--- src/rtl/board_vga_renderer_pkg.sv ---
// Shared raster constants, types and helpers for the board VGA renderer.
// Defaults describe 640x480 @ 60 Hz with a 25 MHz pixel rate.
package board_vga_renderer_pkg;

   localparam int H_VIS   = 640;
   localparam int H_FP    = 16;
   localparam int H_SYNC  = 96;
   localparam int H_BP    = 48;
   localparam int H_TOTAL = H_VIS + H_FP + H_SYNC + H_BP;

   localparam int V_VIS   = 480;
   localparam int V_FP    = 10;
   localparam int V_SYNC  = 2;
   localparam int V_BP    = 33;
   localparam int V_TOTAL = V_VIS + V_FP + V_SYNC + V_BP;

   typedef logic [11:0] rgb_t;

   typedef struct packed {
      logic [9:0] h;
      logic [9:0] v;
   } pos_t;

   // lo <= p < lo+len
   function automatic logic in_span(input logic [9:0] p,
                                    input int lo,
                                    input int len);
      int pi;
      pi = int'({22'd0, p});
      return (pi >= lo) && (pi < lo + len);
   endfunction

endpackage

--- src/rtl/board_vga_renderer_if.sv ---
// VGA output bus: 4-bit r/g/b plus active-low syncs.
// master drives the port, slave observes it.
interface board_vga_renderer_if;

   logic [3:0] vga_r;
   logic [3:0] vga_g;
   logic [3:0] vga_b;
   logic       vga_hs;
   logic       vga_vs;

   modport master (
      output vga_r, vga_g, vga_b, vga_hs, vga_vs
   );

   modport slave (
      input vga_r, vga_g, vga_b, vga_hs, vga_vs
   );

endinterface

--- src/rtl/board_vga_renderer_sync.sv ---
// Raster timing: pixel prescaler, h/v counters, raw syncs.
// Ports: clk, reset_n in; tick_o, line_end_o, pos_o, hs_o, vs_o out.
module board_vga_renderer_sync
   import board_vga_renderer_pkg::*;
#(
   parameter int PIX_DIV = 4,
   parameter int HVIS    = H_VIS,
   parameter int HFP     = H_FP,
   parameter int HSYNC   = H_SYNC,
   parameter int HBP     = H_BP,
   parameter int VVIS    = V_VIS,
   parameter int VFP     = V_FP,
   parameter int VSYNC   = V_SYNC,
   parameter int VBP     = V_BP
) (
   input  logic clk,
   input  logic reset_n,
   output logic tick_o,
   output logic line_end_o,
   output pos_t pos_o,
   output logic hs_o,
   output logic vs_o
);

   localparam int HTOT = HVIS + HFP + HSYNC + HBP;
   localparam int VTOT = VVIS + VFP + VSYNC + VBP;
   localparam logic [7:0] PRE_MAX = 8'(PIX_DIV - 1);
   localparam logic [9:0] H_MAX   = 10'(HTOT - 1);
   localparam logic [9:0] V_MAX   = 10'(VTOT - 1);

   logic [7:0] pre_q, pre_d;
   logic [9:0] h_q, h_d;
   logic [9:0] v_q, v_d;

   always_comb begin
      tick_o     = (pre_q == PRE_MAX);
      line_end_o = tick_o && (h_q == H_MAX);
      pre_d      = tick_o ? '0 : pre_q + 8'd1;
      h_d        = h_q;
      v_d        = v_q;
      if (tick_o) begin
         h_d = line_end_o ? '0 : h_q + 10'd1;
      end
      if (line_end_o) begin
         v_d = (v_q == V_MAX) ? '0 : v_q + 10'd1;
      end
   end

   always_ff @(posedge clk or negedge reset_n) begin
      if (!reset_n) begin
         pre_q <= '0;
         h_q   <= '0;
         v_q   <= '0;
      end else begin
         pre_q <= pre_d;
         h_q   <= h_d;
         v_q   <= v_d;
      end
   end

   assign pos_o = '{h: h_q, v: v_q};
   assign hs_o  = !in_span(h_q, HVIS + HFP, HSYNC);
   assign vs_o  = !in_span(v_q, VVIS + VFP, VSYNC);

endmodule

--- src/rtl/board_vga_renderer.sv ---
// Renders the 16x16 Life board onto VGA with a per-frame snapshot.
// Ports: clk, reset_n, board_i in; vga (master) bus, frame_o out.
module board_vga_renderer
   import board_vga_renderer_pkg::*;
#(
   parameter int          PIX_DIV   = 4,
   parameter int          CELL_PX   = 24,
   parameter int          X0        = 128,
   parameter int          Y0        = 48,
   parameter int          GRID      = 1,
   parameter logic [11:0] ALIVE_RGB = 12'hFFF,
   parameter logic [11:0] DEAD_RGB  = 12'h000,
   parameter logic [11:0] GRID_RGB  = 12'h444,
   parameter int          HVIS      = H_VIS,
   parameter int          HFP       = H_FP,
   parameter int          HSYNC     = H_SYNC,
   parameter int          HBP       = H_BP,
   parameter int          VVIS      = V_VIS,
   parameter int          VFP       = V_FP,
   parameter int          VSYNC     = V_SYNC,
   parameter int          VBP       = V_BP
) (
   input  logic                 clk,
   input  logic                 reset_n,
   input  logic [255:0]         board_i,
   board_vga_renderer_if.master vga,
   output logic                 frame_o
);

   localparam int SPAN = 16 * CELL_PX;
   localparam logic [7:0] SUB_MAX = 8'(CELL_PX - 1);
   localparam logic [9:0] V_LAST  = 10'(VVIS - 1);

   logic tick, line_end, hs_raw, vs_raw;
   pos_t pos;

   logic [7:0]   xs_q, xs_d, ys_q, ys_d;
   logic [3:0]   xc_q, xc_d, yc_q, yc_d;
   logic [255:0] snap_q, snap_d;
   rgb_t         rgb_q, rgb_d;
   logic         hs_q, hs_d, vs_q, vs_d;
   logic         in_x, in_y, vis, snap_en;

   board_vga_renderer_sync #(
      .PIX_DIV (PIX_DIV),
      .HVIS    (HVIS),
      .HFP     (HFP),
      .HSYNC   (HSYNC),
      .HBP     (HBP),
      .VVIS    (VVIS),
      .VFP     (VFP),
      .VSYNC   (VSYNC),
      .VBP     (VBP)
   ) u_sync (
      .clk        (clk),
      .reset_n    (reset_n),
      .tick_o     (tick),
      .line_end_o (line_end),
      .pos_o      (pos),
      .hs_o       (hs_raw),
      .vs_o       (vs_raw)
   );

   always_comb begin
      in_x    = in_span(pos.h, X0, SPAN);
      in_y    = in_span(pos.v, Y0, SPAN);
      vis     = in_span(pos.h, 0, HVIS) && in_span(pos.v, 0, VVIS);
      // last pixel of the final visible line: v becomes VVIS next tick
      snap_en = line_end && (pos.v == V_LAST);

      // cell counters wrap back to 0 on leaving the region
      xs_d = xs_q;
      xc_d = xc_q;
      if (tick && in_x) begin
         if (xs_q == SUB_MAX) begin
            xs_d = '0;
            xc_d = xc_q + 4'd1;
         end else begin
            xs_d = xs_q + 8'd1;
         end
      end

      ys_d = ys_q;
      yc_d = yc_q;
      if (line_end && in_y) begin
         if (ys_q == SUB_MAX) begin
            ys_d = '0;
            yc_d = yc_q + 4'd1;
         end else begin
            ys_d = ys_q + 8'd1;
         end
      end

      snap_d = snap_en ? board_i : snap_q;

      rgb_d = rgb_q;
      hs_d  = hs_q;
      vs_d  = vs_q;
      if (tick) begin
         hs_d  = hs_raw;
         vs_d  = vs_raw;
         rgb_d = '0;
         if (vis && in_x && in_y) begin
            if (GRID != 0 && (xs_q == '0 || ys_q == '0)) begin
               rgb_d = GRID_RGB;
            end else if (snap_q[{yc_q, xc_q}]) begin
               rgb_d = ALIVE_RGB;
            end else begin
               rgb_d = DEAD_RGB;
            end
         end
      end
   end

   always_ff @(posedge clk or negedge reset_n) begin
      if (!reset_n) begin
         xs_q   <= '0;
         xc_q   <= '0;
         ys_q   <= '0;
         yc_q   <= '0;
         snap_q <= '0;
         rgb_q  <= '0;
         hs_q   <= 1'b1;
         vs_q   <= 1'b1;
      end else begin
         xs_q   <= xs_d;
         xc_q   <= xc_d;
         ys_q   <= ys_d;
         yc_q   <= yc_d;
         snap_q <= snap_d;
         rgb_q  <= rgb_d;
         hs_q   <= hs_d;
         vs_q   <= vs_d;
      end
   end

   assign frame_o    = snap_en;
   assign vga.vga_r  = rgb_q[11:8];
   assign vga.vga_g  = rgb_q[7:4];
   assign vga.vga_b  = rgb_q[3:0];
   assign vga.vga_hs = hs_q;
   assign vga.vga_vs = vs_q;

endmodule

--- src/flat_wrapper.sv ---
// flat-port wrapper written by rule: the top's interface ports become plain ports
module board_vga_renderer_flat import board_vga_renderer_pkg::*;
#(
   parameter int          PIX_DIV   = 4,
   parameter int          CELL_PX   = 24,
   parameter int          X0        = 128,
   parameter int          Y0        = 48,
   parameter int          GRID      = 1,
   parameter logic [11:0] ALIVE_RGB = 12'hFFF,
   parameter logic [11:0] DEAD_RGB  = 12'h000,
   parameter logic [11:0] GRID_RGB  = 12'h444,
   parameter int          HVIS      = H_VIS,
   parameter int          HFP       = H_FP,
   parameter int          HSYNC     = H_SYNC,
   parameter int          HBP       = H_BP,
   parameter int          VVIS      = V_VIS,
   parameter int          VFP       = V_FP,
   parameter int          VSYNC     = V_SYNC,
   parameter int          VBP       = V_BP
)
  (clk, reset_n, board_i, frame_o, vga_vga_r, vga_vga_g, vga_vga_b, vga_vga_hs, vga_vga_vs);
  board_vga_renderer_if vga_i ();
  input  logic clk;
  input  logic reset_n;
  input  logic [255:0] board_i;
  output logic frame_o;
  output wire logic [$bits(vga_i.vga_r)-1:0] vga_vga_r;
  output wire logic [$bits(vga_i.vga_g)-1:0] vga_vga_g;
  output wire logic [$bits(vga_i.vga_b)-1:0] vga_vga_b;
  output wire logic [$bits(vga_i.vga_hs)-1:0] vga_vga_hs;
  output wire logic [$bits(vga_i.vga_vs)-1:0] vga_vga_vs;
  assign vga_vga_r = vga_i.vga_r;
  assign vga_vga_g = vga_i.vga_g;
  assign vga_vga_b = vga_i.vga_b;
  assign vga_vga_hs = vga_i.vga_hs;
  assign vga_vga_vs = vga_i.vga_vs;
  board_vga_renderer #(.PIX_DIV(PIX_DIV), .CELL_PX(CELL_PX), .X0(X0), .Y0(Y0), .GRID(GRID), .ALIVE_RGB(ALIVE_RGB), .DEAD_RGB(DEAD_RGB), .GRID_RGB(GRID_RGB), .HVIS(HVIS), .HFP(HFP), .HSYNC(HSYNC), .HBP(HBP), .VVIS(VVIS), .VFP(VFP), .VSYNC(VSYNC), .VBP(VBP)) u_core (.clk(clk), .reset_n(reset_n), .board_i(board_i), .vga(vga_i), .frame_o(frame_o));
endmodule
--- config.mk ---
export PLATFORM = sky130hd
export DESIGN_NAME = board_vga_renderer_flat
export DESIGN_NICKNAME = d
export VERILOG_FILES = /design/src/rtl/board_vga_renderer_pkg.sv /design/src/rtl/board_vga_renderer_if.sv /design/src/rtl/board_vga_renderer_sync.sv /design/src/rtl/board_vga_renderer.sv /design/src/flat_wrapper.sv
export SDC_FILE = /design/constraint.sdc
export NUM_CORES = 1
export LEC_CHECK = 0
export ABC_AREA = 1
export CAP_MARGIN = 20
export CORE_MARGIN = 4
export CORE_UTILIZATION = 58
export CTS_CLUSTER_DIAMETER = 80
export DETAILED_ROUTE_END_ITERATION = 10
export PLACE_DENSITY = 0.95
export SLEW_MARGIN = 20
export SYNTH_ARGS = -nofsm -noshare
export SYNTH_HDL_FRONTEND = slang
export SYNTH_SLANG_ARGS = --single-unit
export TNS_END_PERCENT = 10
--- constraint.sdc ---
create_clock -name clk -period 5.88 [get_ports clk]
set_input_delay 1.176 -clock clk [delete_from_list [all_inputs] [get_ports clk]]
set_output_delay 1.176 -clock clk [all_outputs]
set_load 0.02 [all_outputs]
== Yosys cells after proc, flatten, opt, wreduce, memory -nomap -nowiden ==
Index checks and enable logic that the tools add are counted.
Storage, ports and cells
  flip-flop bits (word level): 322
  output and inout bits: 15
Cells by class
  add/sub/neg operators: 7
  $lt $le $gt $ge: 11
  equal/unequal tests: 6
  muxes and demuxes: 10
  reductions and logical operators: 18
Operator list (count)
  $mux 12: 3
  $lt 10x10->1 const B: 3
  $lt 10x9->1 const B: 3
  $add 8x1->8 const B: 3
  $mux 8: 3
  $add 10x1->10 const B: 2
  $eq 10x10->1 const B: 2
  $mux 10: 2
  $eq 8x5->1 const B: 2
  $logic_not 8->1: 2
  $logic_and 1x1->1: 11
  $eq 10x9->1 const B: 1
  $ge 10x10->1 const B: 1
  $ge 10x6->1 const B: 1
  $ge 10x8->1 const B: 1
  $ge 10x9->1 const B: 1
  $lt 8x9->1 const B: 1
  $add 4x1->4 const B: 2
  $bmux 1 s8: 1
  $eq 8x2->1 const B: 1
  $reduce_and 2->1: 2
  $logic_not 1->1: 2
  $logic_or 1x1->1: 1
  $mux 1: 1

== Longest topological paths before layout ==
Gate-level depths: netlist of run 1.
  word-level depth: 5
  mapped depth: 17

== By module ==
From an unflattened synthesis of run 1, not the netlist that was laid out.
Unflattened totals
  cells, all modules: 2065
  area, all modules: 15507.4 µm²
Modules (own cells, without submodules)
  board_vga_renderer: instances 1, cells each 1844, area each 13810.7 µm²
  board_vga_renderer_sync: instances 1, cells each 221, area each 1696.6 µm²

== Least setup slack after synthesis of run 1 ==
OpenSTA, ideal clock, no wires.
  kind: register to output
  from: register u_core.u_sync.pre_q[0]
  to: output frame_o
  data arrival time: 2.176 ns
  setup slack: 2.528 ns
  cell stages (with the launch flop): 13
  buffers on the path: 1
  path through: dfrtp_1 -> ha_1 -> nand2_1 -> nor3_4 -> inv_4 -> nor2_4 -> nand3_2 -> nor2_4 -> nand2_2 -> nor3_4 -> nand3_2 -> nor2_4 -> buf_2
On the way
  word-level cells in the longest chain between the ends: 3
Ends and longest elaborated chain
  from (decl): line board_vga_renderer_sync.sv:31  | logic [7:0] pre_q, pre_d;
  from (signal assigned): line board_vga_renderer_sync.sv:55  | pre_q <= pre_d;
  $eq 8x2->1: line board_vga_renderer_sync.sv:36  | tick_o = (pre_q == PRE_MAX);
  $logic_and 1x1->1: line board_vga_renderer_sync.sv:37  | line_end_o = tick_o && (h_q == H_MAX);
  $logic_and 1x1->1: line board_vga_renderer.sv:69  | snap_en = line_end && (pos.v == V_LAST);
  to (decl): line flat_wrapper.sv:26  | output logic frame_o;
No other way between the ends.

== Final worst setup path of run 1 ==
Ends and elaborated chain as after synthesis.

==> results of run 1 <==
==> how the worst max path moves through the flow <==
stage	from	endpoint	cells past startpoint
after floorplan	u_core.u_sync.pre_q[0]	frame_o	12
after global placement	u_core.u_sync.pre_q[0]	frame_o	12
after detailed placement	u_core.u_sync.pre_q[0]	frame_o	12
after CTS	u_core.u_sync.pre_q[0]	frame_o	12
after global routing	u_core.u_sync.pre_q[0]	frame_o	12
final	u_core.u_sync.pre_q[0]	frame_o	12
==> synth_stat cells, types with 6 or more instances <==
master / n
inv_1: 112
buf_1: 7
a21oi_1: 30
xor2_1: 20
nor4_1: 6
nand3_1: 156
nand2_1: 1183
nand4_1: 10
nor2_1: 62
o211ai_1: 6
buf_12: 22
nor3_1: 13
ha_1: 12
dfrtp_1: 310
buf_2: 22
o21ai_0: 29
buf_4: 13
clkbuf_1: 53
==> flip-flops by register name, indices dropped and copies added (netlist names) <==
name,count
u_core.u_sync.v_q,10
u_core.xs_q,8
u_core.xc_q,4
u_core.vga.vga_hs,1
u_core.ys_q,8
u_core.u_sync.h_q,10
u_core.rgb_q,2
u_core.vga.vga_vs,1
u_core.snap_q,256
u_core.yc_q,4
u_core.u_sync.pre_q,8
==> worst reg2reg max path, delay by kind of cell (launching register included) <==
family / cells / cell delay [ns]
buffers and inverters: 1 / 0.64
flip-flops: 1 / 0.96
AO/OA/AOI/OAI: 1 / 0.23
AND/OR/NAND/NOR: 12 / 1.73
==> power by group through the flow <==
stage | clock (mW) | sequential [mW] | combinational, mW
2_1_floorplan | 0 | 2.19 | 0.00000362
3_3_place_gp | 0 | 2.19 | 0.227
3_5_place_dp | 0 | 2.19 | 0.228
4_1_cts | 2.22 | 2.15 | 0.230
5_1_grt | 2.31 | 2.15 | 0.243
6_report | 2.20 | 2.15 | 0.228
==> cell families (layout without fill, tap and decap cells) <==
group,count (synthesis),count (layout)
AOI/OAI and AO/OA,80,80
xor gates and xnor gates,23,23
DFF,312,312
adders and majority gates,12,12
buffers and inverters,237,462
and+or+nand+nor,1442,1442
other,0,1
==> area by class of cell <==
| cell class | count | area, um^2 |
|---|---|---|
| fill | 1836 | 7120 |
| antenna | 1 | 2.50 |
| clock inverter | 8 | 109 |
| timing repair buffer | 281 | 2820 |
| sequential | 312 | 7820 |
| inverter | 119 | 452 |
| multi-input combinational | 1557 | 6560 |
| clock buffer | 54 | 1060 |
| tap | 335 | 419 |
==> through the flow <==
step | instance area [um^2] | utilization [%]
floorplan | 15700 | -
finish | 19200 | 73.0
global placement | 18100 | 68.5
CTS | 19200 | 73.0
detailed placement | 18100 | 68.5
global route | 19200 | 73.0
==> layer usage <==
layer	wire [um]	vias up	track usage, %
met5	0	-	0
met4	1870	0	12.6
met3	4180	145	4.50
met2	21300	799	49.5
met1	17300	6826	38.8
li1	-	6860	-
==> results.txt, run 1 <==
Min-Delay Endpoint -> u_core.u_sync.pre_q[0]
Die H -> 172 um
RSZ-0062 raised after global routing -> no
Post-Synth XOR/XNOR Area -> 1.28%
CP top delay family -> simple AND/OR/NAND/NOR gates
simple-gate portion of the synthesized area -> 36.6%
initial antenna violation count -> 1
Final period util -> 76.4%
CP bufs+invs -> 2
placed cell count -> 2604
Port Buffer Count -> 272
ranking of synthesized cells by area -> dfrtp_1 (49%), nand2_1 (28%), nand3_1 (5.0%)
reg-to-reg startpoint -> u_core.xc_q[2]
Syn Nets -> 2376
commonest non-fill, non-tap cell in the layout -> nand2_1
CTS root buffer -> clkbuf_16
Crit path top cell by count -> nor2_4
GP Congestion -> 0.913
synthesized area -> 15700 um^2
sequential area share after synthesis -> 49.8%
Worst Setup Slack post-DPL -> 1.95 ns
hold path start -> u_core.u_sync.pre_q[0]
Clock H-tree levels -> 2
largest area contributor in the netlist -> dfrtp_1
Finished Layout Cells -> 2667
Seq cells post-synth -> 312
Worst setup EP type -> primary output
1st-iter DRT viols -> 1629
Hold Fails Final Rpt -> 0
outcome -> finished, final reports clean
core area -> 26400 um^2
Avg Vias per Cell -> 5.49
critical setup path kind -> flop to primary output
Tightest Pin Transition -> 1.12 ns
Final Critical Period -> 4.49 ns
Total Wirelength -> 44700 um
CTS tree -> yes
Clock Power Share -> 48.1%
Worst Hold Depth -> 1
Compound-Gate Fraction of Synth Area -> 2.92%
PD cells -> 238 nW/um^2
Initial Util -> 59.5%
post-layout power -> 4.58 mW
cts repair resizes -> 0
Crit Path Max Fanout -> 10
setup bufs post-CTS -> 0
Ys Warns -> 0
Synth Area per Inst -> 7.45 um^2
final setup fails -> 0
Net Sw Frac -> 20.9%
reg2reg end -> u_core.rgb_q[9]
Gate power share -> 5.0%
post-synth top area share -> 49.4%
clk slew on worst S/H paths -> 0.06 ns
slowest CP cell -> clkdlybuf4s50_1
# DRC -> 0
top_reg_cell synth -> dfrtp_1
PnR worst setup slack -> 1.39 ns
hold crit path type -> flop to flop
clk sink count -> 312
Post-Synthesis Cells -> 2106
switching power -> 0.955 mW
asr flop ratio synth -> 100%
Hold Slack -> 0.458 ns
layout overhead on the synthesized area -> 22.6%
drt wl/cell -> 16.7 um
drt first pass iters -> 6
P_int -> 3.62 mW
reg-to-reg slack, setup -> 2.25 ns
Reg power frac -> 46.9%
setup TNS -> 0 ns
FP Rows -> 59
number of global-route vias before repair -> 14600
pin count of the biggest net entering global routing -> 257
layout cell share with drive strength beyond 1 -> 3.73%
Yosys cell types -> 40
crit-path cells -> ha_1 -> nand2_1 -> nor3_4 -> inv_4 -> nor2_4 -> nand3_2 -> nor2_4 -> nand2_2 -> nor3_4 -> nand3_2 -> nor2_4 -> clkdlybuf4s50_1
clk_lat worst skew -> 0.52 ns
Post-CTS Hold Fix Bufs -> 0
Slew HR -> 25.2%
crit start category -> flop
clock skew -> 0.0207 ns
first-pass GRT wire length -> 71100 um
total gr overflow -> 0
reg2reg path depth -> 14
gr usage total -> 29.6%
NumNets Final -> 2575
IO Pins -> 273
WP data required -> 4.70 ns
DR vias -> 14600
mux cell area share after synthesis -> 0%
largest family of logic cells by synthesized area -> simple AND/OR/NAND/NOR gates
Worst EP arrival -> 3.31 ns
fmax -> 223 MHz
Inserted Clock Buffers -> 34
Max-Cap Viols -> 0
post-detail-place hpwl -> 28900 um
Post-synth EDFFs -> 0
critical path's largest stage delay -> 0.63 ns
commonest non-fill, non-tap cells in the layout -> nand2_1 (1182), dfrtp_1 (308), clkdlybuf4s50_1 (271)
chip width -> 172 um
DRT antenna net count -> 0
die area -> 29700 um^2
Lkg Pwr -> 9.39 nW
Adder-Cell Fraction of Synth Area -> 0.957%
maximum clock insertion buffer count -> 3
pins over their slew limit -> 0
worst vdd ir -> 0.201 mV
No activity file was read; power rests on OpenSTA's default activity.
==> run 2: changes to the inputs <==
- CORE_UTILIZATION: 58 -> 54
- PLACE_DENSITY: 0.95 -> 0.91
- clock period: 5.88 -> 4.5 ns (I/O delays scaled with it)
==> run 2 against run 1 <==
Flip-flop and latch count stayed put. Routed wire length up 1.2%. Core utilization fell by 5.6 points. Largest power group is now sequential cells. First-iteration DRC count fell by 10%. Sequential share of layout area is 0.22 points lower. Combinational power rose by 33%. Sequential power is 31% higher.
==> results.txt, run 2 (synthesized netlist as in run 1, its figures left out) <==
Initial Util -> 54.7%
outcome -> finished, final reports clean
pins over their slew limit -> 0
Final period util -> 93.1%
1st-iter DRT viols -> 1465
gr usage total -> 28.1%
Tightest Pin Transition -> 0.980 ns
Top reg by flops -> u_core.snap_q
Max-Cap Viols -> 0
GP Congestion -> 0.884
critical path's largest stage delay -> 0.61 ns
crit-path cells -> ha_1 -> nand2_1 -> nor3_4 -> inv_4 -> nor2_4 -> nand3_2 -> nor2_4 -> nand2_2 -> nor3_4 -> nand3_2 -> nor2_4 -> clkdlybuf4s50_1
DR vias -> 14700
Post-CTS Hold Fix Bufs -> 0
WP data required -> 3.60 ns
NumNets Final -> 2581
die area -> 31800 um^2
critical setup path kind -> flop to primary output
commonest non-fill, non-tap cells in the layout -> nand2_1 (1182), dfrtp_1 (308), clkdlybuf4s50_1 (271)
crit start category -> flop
total gr overflow -> 0
Finished Layout Cells -> 2721
fmax -> 239 MHz
DRT antenna net count -> 0
clk_lat worst skew -> 0.52 ns
max reg flops -> 256
layout cell share with drive strength beyond 1 -> 3.81%
Worst EP arrival -> 3.29 ns
# DRC -> 0
clock skew -> 0.0277 ns
setup TNS -> 0 ns
Clock H-tree levels -> 2
placed cell count -> 2657
FP Rows -> 62
IO Pins -> 273
first-pass GRT wire length -> 72400 um
Crit path top cell by count -> nor2_4
layout overhead on the synthesized area -> 23.2%
final setup fails -> 0
PnR worst setup slack -> 0.313 ns
clk sink count -> 312
cts repair resizes -> 0
drt wl/cell -> 16.6 um
Final Critical Period -> 4.19 ns
Hold Fails Final Rpt -> 0
hold crit path type -> input port to asynchronous set/reset pin
CTS root buffer -> clkbuf_16
Total Wirelength -> 45200 um
post-detail-place hpwl -> 29000 um
Hold Slack -> 0.336 ns
Worst Setup Slack post-DPL -> 0.886 ns
Worst setup EP type -> primary output
setup bufs post-CTS -> 0
Die H -> 178 um
initial antenna violation count -> 2
Post-Place Cell Area -> 18200 um^2
Lkg Pwr -> 9.42 nW
Port Buffer Count -> 272
CTS tree -> yes
commonest non-fill, non-tap cell in the layout -> nand2_1
chip width -> 178 um
worst vdd ir -> 0.245 mV
Avg Vias per Cell -> 5.38
RSZ-0062 raised after global routing -> no
clk slew on worst S/H paths -> 0.06 ns
maximum clock insertion buffer count -> 3
pin count of the biggest net entering global routing -> 170
Top Registers -> u_core.snap_q x256, u_core.u_sync.h_q x10, u_core.u_sync.v_q x10
slowest CP cell -> clkdlybuf4s50_1
number of global-route vias before repair -> 14700
Inserted Clock Buffers -> 35
core area -> 28700 um^2
Crit Path Max Fanout -> 10
PD cells -> 303 nW/um^2
final instance area -> 19300 um^2
Slew HR -> 34.7%
drt first pass iters -> 6
## run 2: routing by layer
layer	up-vias	track usage [%]	wire length, um
met5	-	0	13
met4	2	11.4	1710
met3	127	5.09	3910
met2	766	46.8	21700
met1	6886	36.3	17900
li1	6871	-	-
## run 2: metrics by stage
step                utilization, %  total power, mW
global route                  67.4             6.02
detailed placement            63.4             3.16
finish                        67.4             5.86
floorplan                        -             2.86
CTS                           67.3             5.88
global placement              63.4             3.16
## run 2: power by group
part           switching [mW]  internal [mW]
logic                   0.101          0.203
registers                   0           2.81
clock network            1.14           1.61
## run 2: worst max-delay path, delay by kind of cell, from the launching register on
family	cells	cell delay [ns]
adders and majority gates	1	0.20
buffers and inverters	2	0.71
DFF	1	0.37
and+or+nand+nor	9	1.50
## run 2: final timing paths
kind | start | endpoint | slack [ns] | cells after the start
max | u_core.u_sync.pre_q[0] | frame_o | 0.31 | 12
min | reset_n | u_core.snap_q[8] | 0.34 | 1
max reg2reg | u_core.u_sync.pre_q[0] | u_core.snap_q[144] | 1.00 | 15
min reg2reg | u_core.u_sync.pre_q[0] | u_core.u_sync.pre_q[0] | 0.46 | 1
max in group asynchronous | reset_n | u_core.snap_q[143] | 3.11 | 3
min in group clk | u_core.u_sync.pre_q[0] | u_core.u_sync.pre_q[0] | 0.46 | 1
## run 2: cell type report
cell class,count,area (um^2)
Fill cell,2230,9370
Sequential cell,312,7820
Multi-Input combinational cell,1557,6560
Timing Repair Buffer,286,2930
Clock buffer,55,1050
Tap cell,384,480
Inverter,119,453
Clock inverter,7,48.8
Antenna cell,1,2.50
==> run 3: changes to the inputs <==
- CORE_ASPECT_RATIO: unset -> 0.8
==> run 3 against run 2 <==
Final cell count down 0.48%. Critical path type unchanged. Worst setup slack better by 0.012 ns. Critical path depth unchanged. Critical endpoint unchanged. Cell area up 0.14%. Maximum frequency up 0.29%.
==> results.txt, run 3 (synthesized netlist as in run 1, its figures left out) <==
clk sink count -> 312
first-pass GRT wire length -> 71200 um
Inserted Clock Buffers -> 34
reg-to-reg startpoint -> u_core.u_sync.pre_q[0]
post-detail-place hpwl -> 28800 um
Max-Cap Viols -> 0
clk slew on worst S/H paths -> 0.06 ns
total gr overflow -> 0
number of global-route vias before repair -> 14200
CTS tree -> yes
DRT antenna net count -> 0
outcome -> finished, final reports clean
clk_lat worst skew -> 0.51 ns
PD cells -> 308 nW/um^2
Worst EP arrival -> 3.28 ns
cts repair resizes -> 0
reg-to-reg slack, setup -> 1.07 ns
Top reg by flops -> u_core.snap_q
setup TNS -> 0 ns
Final Critical Period -> 4.18 ns
commonest non-fill, non-tap cells in the layout -> nand2_1 (1182), dfrtp_1 (308), clkdlybuf4s50_1 (271)
reg2reg path depth -> 15
Avg Vias per Cell -> 5.35
Total Wirelength -> 44400 um
Hold Slack -> 0.351 ns
drt wl/cell -> 16.4 um
critical path endpoint -> frame_o
initial antenna violation count -> 1
Post-CTS Hold Fix Bufs -> 0
drt first pass iters -> 6
core area -> 28500 um^2
CTS root buffer -> clkbuf_16
gr usage total -> 27.2%
RSZ-0062 raised after global routing -> no
GP Congestion -> 0.854
pin count of the biggest net entering global routing -> 178
pins over their slew limit -> 0
NumNets Final -> 2581
final setup fails -> 0
Initial Util -> 55.1%
Slew HR -> 29.1%
crit start category -> flop
layout overhead on the synthesized area -> 23.4%
1st-iter DRT viols -> 1380
WP data required -> 3.60 ns
crit path from -> u_core.u_sync.pre_q[0]
reg2reg end -> u_core.snap_q[59]
Clock H-tree levels -> 2
chip width -> 199 um
maximum clock insertion buffer count -> 3
Hold Fails Final Rpt -> 0
Worst setup EP type -> primary output
FP Rows -> 55
fmax -> 240 MHz
DR vias -> 14500
Tightest Pin Transition -> 1.06 ns
layout cell share with drive strength beyond 1 -> 4.11%
IO Pins -> 273
clock skew -> 0.0209 ns
Final period util -> 92.8%
Port Buffer Count -> 272
critical setup path kind -> flop to primary output
die area -> 31900 um^2
Crit Path Max Fanout -> 10
# DRC -> 0
setup bufs post-CTS -> 0
max reg flops -> 256
commonest non-fill, non-tap cell in the layout -> nand2_1
Lkg Pwr -> 9.43 nW
hold crit path type -> input port to asynchronous set/reset pin
Die H -> 160 um
worst vdd ir -> 0.191 mV
Top Registers -> u_core.snap_q x256, u_core.u_sync.h_q x10, u_core.u_sync.v_q x10
==> run 3: changes by cell type in the layout (fill, tap and decap cells not counted), sizes merged <==
cell,before,now
clkbuf,55,48
buf,15,16
inv,117,115
clkinvlp,0,5
clkinv,9,11
bufinv,0,2
==> run 3: power by group <==
group,switching (mW),internal (mW)
Clock,1.14,1.73
Sequential,0,2.81
Combinational,0.100,0.198
==> run 3: worst min-delay path by stage <==
stage          slack [ns]                    from                     end  cells past startpoint
2_1_floorplan        0.43  u_core.u_sync.pre_q[0]  u_core.u_sync.pre_q[0]                      1
3_3_place_gp         0.45  u_core.u_sync.pre_q[0]  u_core.u_sync.pre_q[0]                      1
3_5_place_dp         0.46  u_core.u_sync.pre_q[0]  u_core.u_sync.pre_q[0]                      1
4_1_cts              0.35                 reset_n       u_core.snap_q[61]                      1
5_1_grt              0.38                 reset_n      u_core.snap_q[100]                      1
6_report             0.35                 reset_n      u_core.snap_q[101]                      1
==> run 3: critical path: stages (launching register included) <==
cell,delay [ns]
dfrtp_1,0.38
ha_1,0.21
nand2_1,0.12
nor3_4,0.43
inv_4,0.11
nor2_4,0.12
nand3_2,0.13
nor2_4,0.13
nand2_2,0.13
nor3_4,0.17
nand3_2,0.10
nor2_4,0.12
clkdlybuf4s50_1,0.62
==> run 3: cell type report <==
class,instances,area [um^2]
Fill cell,2240,9130
Clock buffer,48,1040
Clock inverter,14,133
Antenna cell,1,2.50
Inverter,119,453
Multi-Input combinational cell,1557,6560
Sequential cell,312,7820
Tap cell,370,463
Timing Repair Buffer,287,2900
==> run 3: routing by layer <==
| layer | vias up | share of wire (%) | global-route usage (%) | wire length [um] |
|---|---|---|---|---|
| met3 | 98 | 8.5 | 4.38 | 3760 |
| li1 | 6879 | - | - | - |
| met4 | 0 | 2.5 | 7.71 | 1110 |
| met5 | - | 0 | 0 | 0 |
| met1 | 6798 | 42 | 38.9 | 18800 |
| met2 | 724 | 47 | 43.2 | 20700 |
==> run 3: per-stage QoR <==
stage | setup WS (ns) | utilization (%) | total power, mW | cell area, um^2 | std cells
after floorplan | 1.42 | - | 2.86 | 15700 | 2106
after global routing | 0.0933 | 68.0 | 6.15 | 19400 | 2708
after global placement | 0.980 | 63.8 | 3.16 | 18200 | 2645
final | 0.325 | 68.0 | 5.97 | 19400 | 2708
after detailed placement | 0.905 | 63.8 | 3.16 | 18200 | 2645
after CTS | 0.320 | 68.0 | 6.01 | 19400 | 2707
==> RTL edit, RTL diff (config.mk and constraints of run 2) <==
`GRID` is set to 1 in 2 places; all go to 0.
--- a/src/rtl/board_vga_renderer.sv
+++ b/src/rtl/board_vga_renderer.sv
@@ -7,7 +7,7 @@
    parameter int          CELL_PX   = 24,
    parameter int          X0        = 128,
    parameter int          Y0        = 48,
-   parameter int          GRID      = 1,
+   parameter int          GRID      = 0,
    parameter logic [11:0] ALIVE_RGB = 12'hFFF,
    parameter logic [11:0] DEAD_RGB  = 12'h000,
    parameter logic [11:0] GRID_RGB  = 12'h444,
--- a/src/flat_wrapper.sv
+++ b/src/flat_wrapper.sv
@@ -5,7 +5,7 @@
    parameter int          CELL_PX   = 24,
    parameter int          X0        = 128,
    parameter int          Y0        = 48,
-   parameter int          GRID      = 1,
+   parameter int          GRID      = 0,
    parameter logic [11:0] ALIVE_RGB = 12'hFFF,
    parameter logic [11:0] DEAD_RGB  = 12'h000,
    parameter logic [11:0] GRID_RGB  = 12'h444,
Function: no difference found for any inputs over 10 cycles, from zero or initial values and one cycle with reset_n low; that may be too few to reach the edited logic, so the function may still have changed.
==> RTL edit against run 2 <==
- first-iteration DRC count up 30%
- largest cell class unchanged
- highest routed layer is now met4
- utilization up 2.3 points
- fmax up 1.4%
- largest power group is now clock
- power up 1.4%
- register-to-register slack better by 370 ps
- hold slack better by 49 ps
- synthesized cell count down 4.7%
- cell area down 2.1%
- worst setup slack better by 58 ps
- routed wire length down 2.5%
- sequential cell count down 1
- area after synthesis down 4.2%
==> RTL edit: results (changes against run 2) <==
status:
  run_status: "finished clean"
pwr:
  switching_power_mw: 1.23  # -1.3%
  cellLeakagePower_nw: 8.90  # -5.5%
  vdd_drop_max_uv: 348  # +42%
  powerSeq_mw: 2.80  # about the same
timing:
  worstMarginPinSlew_ps: 1180  # +195 ps
  fin_skew_ps: 16.6  # -11.0 ps
  hold_slack_ps: 385  # +49.0 ps
critical_path:
  r2r-start: "u_core.u_sync.h_q[4]$_DFFE_PN0N_"
  rrSetupSlack_ps: 1370  # +370 ps
  arrival_ps: 3230  # -60 ps
  worstRegToRegCells: 8  # -7
  crit_path_max_fanout: 14  # +4
  slowest_delay_ps: 670  # +60 ps
global_routing:
  antenna_found_initial: 0  # -2
  grt_pass1_wl_um: 71900  # -0.62%
  use_met1: 0.378  # +0.0146
  grt_util_met2: 0.466  # -0.00192
  globalRouteMet3Util: 0.0428  # -0.00803
placement:
  gp_congestion: 0.866  # -2.1%
drt:
  wl_met3_um: 3600  # -7.8%
  route.met2.wl_um: 20800  # -4.0%
  wl_met1_um: 17400  # -2.5%
  via_per_inst: 5.51  # +2.2%
synth:
  synth_compound_area_frac: 0.0190  # -0.0102
  synth-adder-area-share: 0.00749  # -0.00208
  synth_commonest_cells: "nand2_1, dfrtp_1, nand3_1, clkbuf_1, inv_1"
  yosysSeqAreaShare: 0.518  # +0.0200
  synth_area_leaders: "dfrtp_1, nand2_1, nand3_1"
cts:
  cts-htree-levels: 1  # -1
  cts_buffers: 31  # -11%
  insertion_delay_ps: 570  # +50 ps
layout:
  drive_above_1_share: 0.0381  # about the same
  nNetsFinal: 2473  # -4.2%
  diodes: 0  # -1
  fillers: 2034  # -8.8%
==> RTL edit: changes by cell type in the layout (fill, tap and decap cells not counted), moves of 13 or more <==
cell / change
nand2_1: -79
a21oi_1: -13
inv_1: -61
nor2_1: -19
nand3_1: +82
==> RTL edit: through the flow <==
| step | setup WS, ps | instance area (um2) | utilization | power (mW) | instances |
|---|---|---|---|---|---|
| after floorplan | 1760 | 15000 | - | 2.85 | 2008 |
| after global placement | 1090 | 17800 | 0.655 | 3.15 | 2545 |
| after detailed placement | 981 | 17800 | 0.655 | 3.15 | 2545 |
| after CTS | 369 | 18900 | 0.697 | 5.96 | 2602 |
| after global routing | 204 | 18900 | 0.697 | 6.09 | 2602 |
| final | 371 | 18900 | 0.697 | 5.94 | 2602 |
==> RTL edit: how the worst max path moves through the flow <==
| stage | from | slack (ps) | endpoint | depth (start not counted) |
|---|---|---|---|---|
| global placement | u_core.u_sync.pre_q[0]$_DFF_PN0_ | 1090 | frame_o | 11 |
| floorplan | u_core.u_sync.pre_q[0]$_DFF_PN0_ | 1760 | frame_o | 10 |
| CTS | u_core.u_sync.pre_q[0]$_DFF_PN0_ | 370 | frame_o | 11 |
| finish | u_core.u_sync.pre_q[0]$_DFF_PN0_ | 370 | frame_o | 11 |
| global route | u_core.u_sync.pre_q[0]$_DFF_PN0_ | 200 | frame_o | 11 |
| detailed placement | u_core.u_sync.pre_q[0]$_DFF_PN0_ | 980 | frame_o | 11 |
==> RTL edit: area by class of cell <==
class,instances,area share
clock inverters,14,0.0122
multi-input cells,1518,0.340
clock buffers,43,0.0471
repair buffers,288,0.153
well taps,372,0.0246
flip-flops and latches,311,0.412
inverters,56,0.0112
